## src/rtl/car_pkg.sv

```systemverilog
// =============================================================================
// Module      : car_pkg
// Description : Shared state encodings and default timing constants for the
//               car input stages (button debounce and friends).
// Revision    : 1.0 - initial release
// =============================================================================
`default_nettype none

package car_pkg;

    typedef enum logic [1:0] {
        ST_RELEASED    = 2'd0,
        ST_ARM_PRESS   = 2'd1,
        ST_PRESSED     = 2'd2,
        ST_ARM_RELEASE = 2'd3
    } btn_state_t;

    localparam int unsigned c_stable_count_def = 50000;
    localparam int unsigned c_long_count_def   = 50000000;
    localparam int unsigned c_cnt_w_def        = 26;

endpackage

`default_nettype wire

```

## src/rtl/button_debounce_if.sv

```systemverilog
// =============================================================================
// Module      : button_debounce_if
// Description : Pin-side and event-side signals of the button debouncer.
// Revision    : 1.0 - initial release
// =============================================================================
`default_nettype none

interface button_debounce_if;

    logic button_raw;
    logic btn_level;
    logic btn_press;
    logic btn_release;
    logic long_press;

    modport master (
        output button_raw,
        input  btn_level,
        input  btn_press,
        input  btn_release,
        input  long_press
    );

    modport slave (
        input  button_raw,
        output btn_level,
        output btn_press,
        output btn_release,
        output long_press
    );

endinterface

`default_nettype wire

```

## src/rtl/sync_2ff.sv

```systemverilog
// =============================================================================
// Module      : sync_2ff
// Description : Two-flop synchronizer with synchronous reset-to-0 stages.
// Revision    : 1.0 - initial release
// =============================================================================
`default_nettype none

module sync_2ff (
    input  wire logic sysclk,
    input  wire logic reset,
    input  wire logic i_d,
    output logic      o_q
);

    logic r_meta;
    logic r_sync;

    always_ff @(posedge sysclk) begin
        if (reset) begin
            r_meta <= 1'b0;
            r_sync <= 1'b0;
        end else begin
            r_meta <= i_d;
            r_sync <= r_meta;
        end
    end

    assign o_q = r_sync;

endmodule

`default_nettype wire

```

## src/rtl/button_debounce.sv

```systemverilog
// =============================================================================
// Module      : button_debounce
// Description : Pushbutton debouncer with press/release pulses and an optional
//               long-press pulse (enabled by macro BUTTON_LONG_PRESS_EN).
// Revision    : 1.0 - initial release
// =============================================================================
`default_nettype none

module button_debounce
    import car_pkg::*;
#(
    parameter int unsigned STABLE_COUNT = c_stable_count_def,
    parameter int unsigned LONG_COUNT   = c_long_count_def,
    parameter int unsigned CNT_W        = c_cnt_w_def,
    parameter bit          ACTIVE_LOW   = 1'b0
) (
    input  wire logic        sysclk,
    input  wire logic        reset,
    button_debounce_if.slave btn
);

    localparam logic [CNT_W-1:0] c_stable_last = CNT_W'(STABLE_COUNT - 1);

    generate
        if (STABLE_COUNT < 2 || longint'(STABLE_COUNT) > ((64'sd1 <<< CNT_W) - 1)) begin : g_bad_stable
            $error("button_debounce: STABLE_COUNT out of range for CNT_W");
        end
        if (LONG_COUNT <= STABLE_COUNT || longint'(LONG_COUNT) > ((64'sd1 <<< CNT_W) - 1)) begin : g_bad_long
            $error("button_debounce: LONG_COUNT must exceed STABLE_COUNT and fit CNT_W");
        end
    endgenerate

    logic w_raw;
    logic w_sync;

    assign w_raw = ACTIVE_LOW ? ~btn.button_raw : btn.button_raw;

    sync_2ff u_sync (
        .sysclk (sysclk),
        .reset  (reset),
        .i_d    (w_raw),
        .o_q    (w_sync)
    );

    btn_state_t       r_state,   w_state_nxt;
    logic [CNT_W-1:0] r_cnt,     w_cnt_nxt;
    logic             r_level,   w_level_nxt;
    logic             r_press,   w_press_nxt;
    logic             r_release, w_release_nxt;

`ifdef BUTTON_LONG_PRESS_EN
    localparam logic [CNT_W-1:0] c_long_last = CNT_W'(LONG_COUNT - 1);

    logic r_long,      w_long_nxt;
    // Remembers that this press already fired, so a release glitch that
    // bounces back into PRESSED cannot produce a second long_press.
    logic r_long_done, w_long_done_nxt;
`endif

    always_comb begin
        w_state_nxt   = r_state;
        w_cnt_nxt     = r_cnt;
        w_level_nxt   = r_level;
        w_press_nxt   = 1'b0;
        w_release_nxt = 1'b0;
`ifdef BUTTON_LONG_PRESS_EN
        w_long_nxt      = 1'b0;
        w_long_done_nxt = r_long_done;
`endif
        case (r_state)
            ST_RELEASED: begin
                if (w_sync) begin
                    w_state_nxt = ST_ARM_PRESS;
                    w_cnt_nxt   = '0;
                end
            end
            ST_ARM_PRESS: begin
                if (!w_sync) begin
                    w_state_nxt = ST_RELEASED;
                    w_cnt_nxt   = '0;
                end else if (r_cnt == c_stable_last) begin
                    w_state_nxt = ST_PRESSED;
                    w_level_nxt = 1'b1;
                    w_press_nxt = 1'b1;
                    w_cnt_nxt   = '0;
`ifdef BUTTON_LONG_PRESS_EN
                    w_long_done_nxt = 1'b0;
`endif
                end else begin
                    w_cnt_nxt = r_cnt + 1'b1;
                end
            end
            ST_PRESSED: begin
                if (!w_sync) begin
                    w_state_nxt = ST_ARM_RELEASE;
                    w_cnt_nxt   = '0;
                end else begin
`ifdef BUTTON_LONG_PRESS_EN
                    if (r_cnt == c_long_last) begin
                        if (!r_long_done) begin
                            w_long_nxt      = 1'b1;
                            w_long_done_nxt = 1'b1;
                        end
                    end else begin
                        w_cnt_nxt = r_cnt + 1'b1;
                    end
`endif
                end
            end
            ST_ARM_RELEASE: begin
                if (w_sync) begin
                    w_state_nxt = ST_PRESSED;
                    w_cnt_nxt   = '0;
                end else if (r_cnt == c_stable_last) begin
                    w_state_nxt   = ST_RELEASED;
                    w_level_nxt   = 1'b0;
                    w_release_nxt = 1'b1;
                    w_cnt_nxt     = '0;
                end else begin
                    w_cnt_nxt = r_cnt + 1'b1;
                end
            end
            default: begin
                w_state_nxt = ST_RELEASED;
                w_cnt_nxt   = '0;
            end
        endcase
    end

    always_ff @(posedge sysclk) begin
        if (reset) begin
            r_state   <= ST_RELEASED;
            r_cnt     <= '0;
            r_level   <= 1'b0;
            r_press   <= 1'b0;
            r_release <= 1'b0;
`ifdef BUTTON_LONG_PRESS_EN
            r_long      <= 1'b0;
            r_long_done <= 1'b0;
`endif
        end else begin
            r_state   <= w_state_nxt;
            r_cnt     <= w_cnt_nxt;
            r_level   <= w_level_nxt;
            r_press   <= w_press_nxt;
            r_release <= w_release_nxt;
`ifdef BUTTON_LONG_PRESS_EN
            r_long      <= w_long_nxt;
            r_long_done <= w_long_done_nxt;
`endif
        end
    end

    assign btn.btn_level   = r_level;
    assign btn.btn_press   = r_press;
    assign btn.btn_release = r_release;
`ifdef BUTTON_LONG_PRESS_EN
    assign btn.long_press  = r_long;
`else
    assign btn.long_press  = 1'b0;
`endif

endmodule

`default_nettype wire

```

## src/flat_wrapper.sv

```systemverilog
// flat-port wrapper written by rule: the top's interface ports become plain ports
module button_debounce_flat import car_pkg::*;
#(
    parameter int unsigned STABLE_COUNT = c_stable_count_def,
    parameter int unsigned LONG_COUNT   = c_long_count_def,
    parameter int unsigned CNT_W        = c_cnt_w_def,
    parameter bit          ACTIVE_LOW   = 1'b0
)
  (sysclk, reset, btn_button_raw, btn_btn_level, btn_btn_press, btn_btn_release, btn_long_press);
  button_debounce_if btn_i ();
  input  wire logic sysclk;
  input  wire logic reset;
  input wire logic [$bits(btn_i.button_raw)-1:0] btn_button_raw;
  output wire logic [$bits(btn_i.btn_level)-1:0] btn_btn_level;
  output wire logic [$bits(btn_i.btn_press)-1:0] btn_btn_press;
  output wire logic [$bits(btn_i.btn_release)-1:0] btn_btn_release;
  output wire logic [$bits(btn_i.long_press)-1:0] btn_long_press;
  assign btn_i.button_raw = btn_button_raw;
  assign btn_btn_level = btn_i.btn_level;
  assign btn_btn_press = btn_i.btn_press;
  assign btn_btn_release = btn_i.btn_release;
  assign btn_long_press = btn_i.long_press;
  button_debounce #(.STABLE_COUNT(STABLE_COUNT), .LONG_COUNT(LONG_COUNT), .CNT_W(CNT_W), .ACTIVE_LOW(ACTIVE_LOW)) u_core (.sysclk(sysclk), .reset(reset), .btn(btn_i));
endmodule
```

## config.mk

```make
export PLATFORM = sky130hd
export DESIGN_NAME = button_debounce_flat
export DESIGN_NICKNAME = d
export VERILOG_FILES = /design/src/rtl/car_pkg.sv /design/src/rtl/button_debounce_if.sv /design/src/rtl/sync_2ff.sv /design/src/rtl/button_debounce.sv /design/src/flat_wrapper.sv
export SDC_FILE = /design/constraint.sdc
export NUM_CORES = 1
export LEC_CHECK = 0
export CORE_UTILIZATION = 55
export CTS_BUF_LIST = sky130_fd_sc_hd__clkbuf_4 sky130_fd_sc_hd__clkbuf_8
export DETAILED_ROUTE_END_ITERATION = 7
export PLACE_DENSITY = 0.73
export SYNTH_ARGS = -nofsm -noshare
export SYNTH_HDL_FRONTEND = slang
export SYNTH_SLANG_ARGS = --single-unit
export TNS_END_PERCENT = 1
```

## constraint.sdc

```tcl
create_clock -name sysclk -period 3.66 [get_ports sysclk]
set_input_delay 0.915 -clock sysclk [delete_from_list [all_inputs] [get_ports sysclk]]
set_output_delay 0.915 -clock sysclk [all_outputs]
set_load 0.02 [all_outputs]
```

Word-level counts from Yosys, hierarchy flattened
Index checks and enable logic that the tools add are counted.
{"block": "word_totals", "reg_bits": 33, "in_bits": 3, "out_inout_bits": 4, "elab_cells": 49}
{"block": "op_classes", "add_sub_neg": 1, "eq_ne": 12, "n_mux": 19, "bitwise": 3, "n_reduce_logical": 7}
{"op": "$mux 26", "count": 5}
{"op": "$pmux 26 s4", "count": 1}
{"op": "$add 26x1->26 const B", "count": 1}
{"op": "$eq 26x16->1 const B", "count": 1}
{"op": "$mux 2", "count": 6}
{"op": "$ne 2x2->1 const B", "count": 4}
{"op": "$pmux 2 s4", "count": 1}
{"op": "$ne 3x2->1 const B", "count": 2}
{"op": "$reduce_or 3->1", "count": 2}
{"op": "$mux 1", "count": 5}
{"op": "$reduce_and 5->1", "count": 1}
{"op": "$eq 2x2->1 const B", "count": 2}
{"op": "$ne 2x1->1 const B", "count": 2}
{"op": "$reduce_and 4->1", "count": 1}
{"op": "$not 1->1", "count": 3}
{"op": "$eq 2x1->1 const B", "count": 1}
{"op": "$logic_not 2->1", "count": 1}
{"op": "$pmux 1 s2", "count": 1}
{"op": "$reduce_and 2->1", "count": 1}
{"op": "$reduce_bool 2->1", "count": 1}

Logic depth before layout (Yosys ltp)
{"block": "depth", "ltp_word": 4, "ltp_mapped": 8, "ltp_nobuf": 6}

Cells and area by module
From an unflattened synthesis, not the netlist that was laid out.
{"block": "unflattened", "cells_unflattened": 206, "hier_area_um2": 1672.9}
{"module": "button_debounce", "n_inst": 1, "cells_per_inst": 202, "area_each_um2": 1620.3, "seq_area_each_um2": 620.6}
{"module": "sync_2ff", "n_inst": 1, "cells_per_inst": 4, "area_each_um2": 52.6, "seq_area_each_um2": 40.0}

Worst setup path after synthesis
No wires, ideal clock.
{"block": "synth_path", "path_type": "input-to-reg", "from": "in reset", "to": "reg u_core.r_cnt[24]", "setup_ns": 0.062, "arrival_ns": 1.847, "t_required_ns": 3.598, "path_slack_ns": 1.751, "path_stages": 5, "path_buffers": 1, "cell_sequence": "nand3b_2 > a31oi_4 > buf_6 > or3b_1 > nand3_1"}
{"item": "from (decl)", "line": "flat_wrapper.sv:12", "text": "input wire logic reset;"}
{"item": "to (signal assigned)", "line": "button_debounce.sv:143", "text": "r_cnt <= w_cnt_nxt;"}
{"item": "to (decl)", "line": "button_debounce.sv:46", "text": "logic [CNT_W-1:0] r_cnt, w_cnt_nxt;"}

==> impl_metrics.toml <==
[run_status]
run_status = "finished clean"

[floorplan]
die_h_um = 58.6
row_count = 20
core_area_mm2 = 0.00305
pin_count = 7
die-area_mm2 = 0.00343
die_x_um = 58.6
start_util_pct = 57.6

[cts]
htreeDepth = 2
path_clk_slew_ps = 110
cts_tree = "yes"
holdBufCountCts = 0
clock_sinks = 33
cts-root-buf = "clkbuf_4"
postCtsResizedCells = 0
numCtsBuffers = 5
cts_setup_buffers = 0
insertion_delay_ps = 330
clk_path_buf_depth = 2

[sta]
layout_min_cycle_time_ps = 2460
setup_violations = 0
tightest_slew_ps = 771
timing.final.crit_share_pct = 67.2
setup_slack_ps = 1200
hold_viol_final = 0
holdWs_ps = 457
max_freq_ghz = 0.407
rsz0062_at_grt = "no"
relSlewSlack_pct = 48.2
finalMaxSlewViolations = 0
finalSetupTns_ps = 0
fin_skew_ps = 13.5

[layout]
design_area_mm2 = 0.00189
area_growth_pct = 7.25
layout.nets = 211
drive_gt1_share_pct = 10.6
n_antenna_cell = 0

[pwr]
power_density_mw_per_mm2 = 320
p_leak_nw = 0.728
irDropWorstVdd_mv = 0.227

[logic_synthesis]
synth_compound_area_share_pct = 16.4
ys_types = 46
synth_fa_ha_area_share_pct = 0.711
synth.ff_latch_count = 33
seq_area_frac_synth_pct = 37.6
synth_nets = 208
synth_mux_area_share_pct = 2.28
yosysMostFrequentCell = "dfxtp_1"
yosysTopAreaCell = "dfxtp_1"
yosysTopAreaCellShare_pct = 37.6
synth.area.top_cells = "dfxtp_1 (38%), a31oi_1 (5.0%), nand2_1 (4.5%)"
synth_ff_type = "dfxtp_1"
synthArstFlopShare_pct = 0
avgSynthCellArea_um2 = 8.62
synthCells = 204
synth_xor_area_share_pct = 2.42
synthTopCellsByCount = "dfxtp_1 (33), nand2_1 (21), a31oi_1 (14), nand3_1 (14), a21oi_1 (12)"
synth_top_family_by_area = "simple AND/OR/NAND/NOR gates"
syn_area_mm2 = 0.00176
yosys_warnings = 0
synth_simple_gate_area_share_pct = 36.1
synth_edf_count = 0

[grt]
grt_max_degree = 18
antenna_found_initial = 0
overflow = 0
grtUsageTotal_pct = 23.4
grt_pass1_wl_mm = 6.23
grt_pass1_vias = 1387

[routing]
firstDrtPassIters = 4
drc = 0
vias = 1515
avgRoutedWirePerCell_um = 14.2
via_per_inst = 6.01
ant_nets = 0
drt_iter0_markers = 92
wirelength_mm = 3.58

[worst_setup_path]
start_kind = "input port"
cp.arrival_ps = 2740
end_kind = "register"
path_class = "input port to register"
required_ps = 3940
path_max_fanout = 17

[hold_path]
hold_class = "register to register"

[place]
io_buffers = 5
gp_congestion = 0.858
dpl-instance-area_mm2 = 0.00183
post-place-ws_ps = 859
place_hpwl_mm = 2.64

[flow_run]
cap_violations = 0
## critical path, stage by stage
cell and delay (ps):
clkdlybuf4s50_1 400, buf_4 180, nand3b_2 230, a31oi_4 310
buf_4 270, or3b_1 350, nand3_1 80
## through the flow
step	utilization (%)	total power, mW	cells
after floorplan	-	0.389	204
after global placement	59.8	0.396	244
after detailed placement	59.8	0.397	244
after CTS	61.8	0.610	252
after global routing	61.8	0.627	252
final	61.8	0.604	252
## logic make-up after synthesis
family          Yosys count
buf+inv                  15
xor+xnor                  4
other cells               1
fa+ha+maj                 1
compound gates           43
flops                    33
simple gates            103
mux                       4
## power by group
part	internal, mW	switching [mW]	total [mW]
clock	0.0989	0.116	0.215
sequential	0.361	0.00218	0.363
combinational	0.0105	0.0149	0.0254
## layout make-up
type	count	area, um2
inverters	2	7.51
clock buffers	8	60.1
multi-input cells	156	1020
well taps	44	55.1
flip-flops and latches	33	661
repair buffers	9	80.1
fillers	298	1170
## placed cells by master (no fill, tap or decap), types with 5 or more instances in the layout
master,instances
nand3_1,14
a31oi_1,14
and4_1,6
nor3_1,5
dfxtp_1,33
clkbuf_4,8
and3_1,6
a21oi_1,12
nor2_1,11
nand2_1,21
nand4_1,7
clkdlybuf4s50_1,5
## sequential cells by signal, summed over array words and instances, names as in the netlist, named ones only
signal and flops:
u_core.btn.btn_release 1, u_core.u_sync.r_meta 1, u_core.btn.btn_level 1, u_core.btn.btn_press 1, u_core.u_sync.o_q 1, u_core.r_cnt 26, u_core.r_state 1
## worst paths after layout
check | start | to | slack [ps] | depth (start not counted)
min | u_core.u_sync.r_meta | u_core.u_sync.o_q | 460 | 1
min reg2reg | u_core.u_sync.r_meta | u_core.u_sync.o_q | 460 | 1
max reg2reg | u_core.r_cnt[0] | u_core.r_cnt[18] | 1560 | 6
max | reset | u_core.r_cnt[24] | 1200 | 7
## per-layer routing
metal | vias to the layer above | global-route usage [%] | wire [um]
met2 | 29 | 39.7 | 1760
li1 | 771 | - | -
met5 | - | 0 | 0
met3 | 2 | 3.96 | 98
met1 | 713 | 30.9 | 1720
met4 | 0 | 6.12 | 11
No activity file was read; power rests on OpenSTA's default activity.
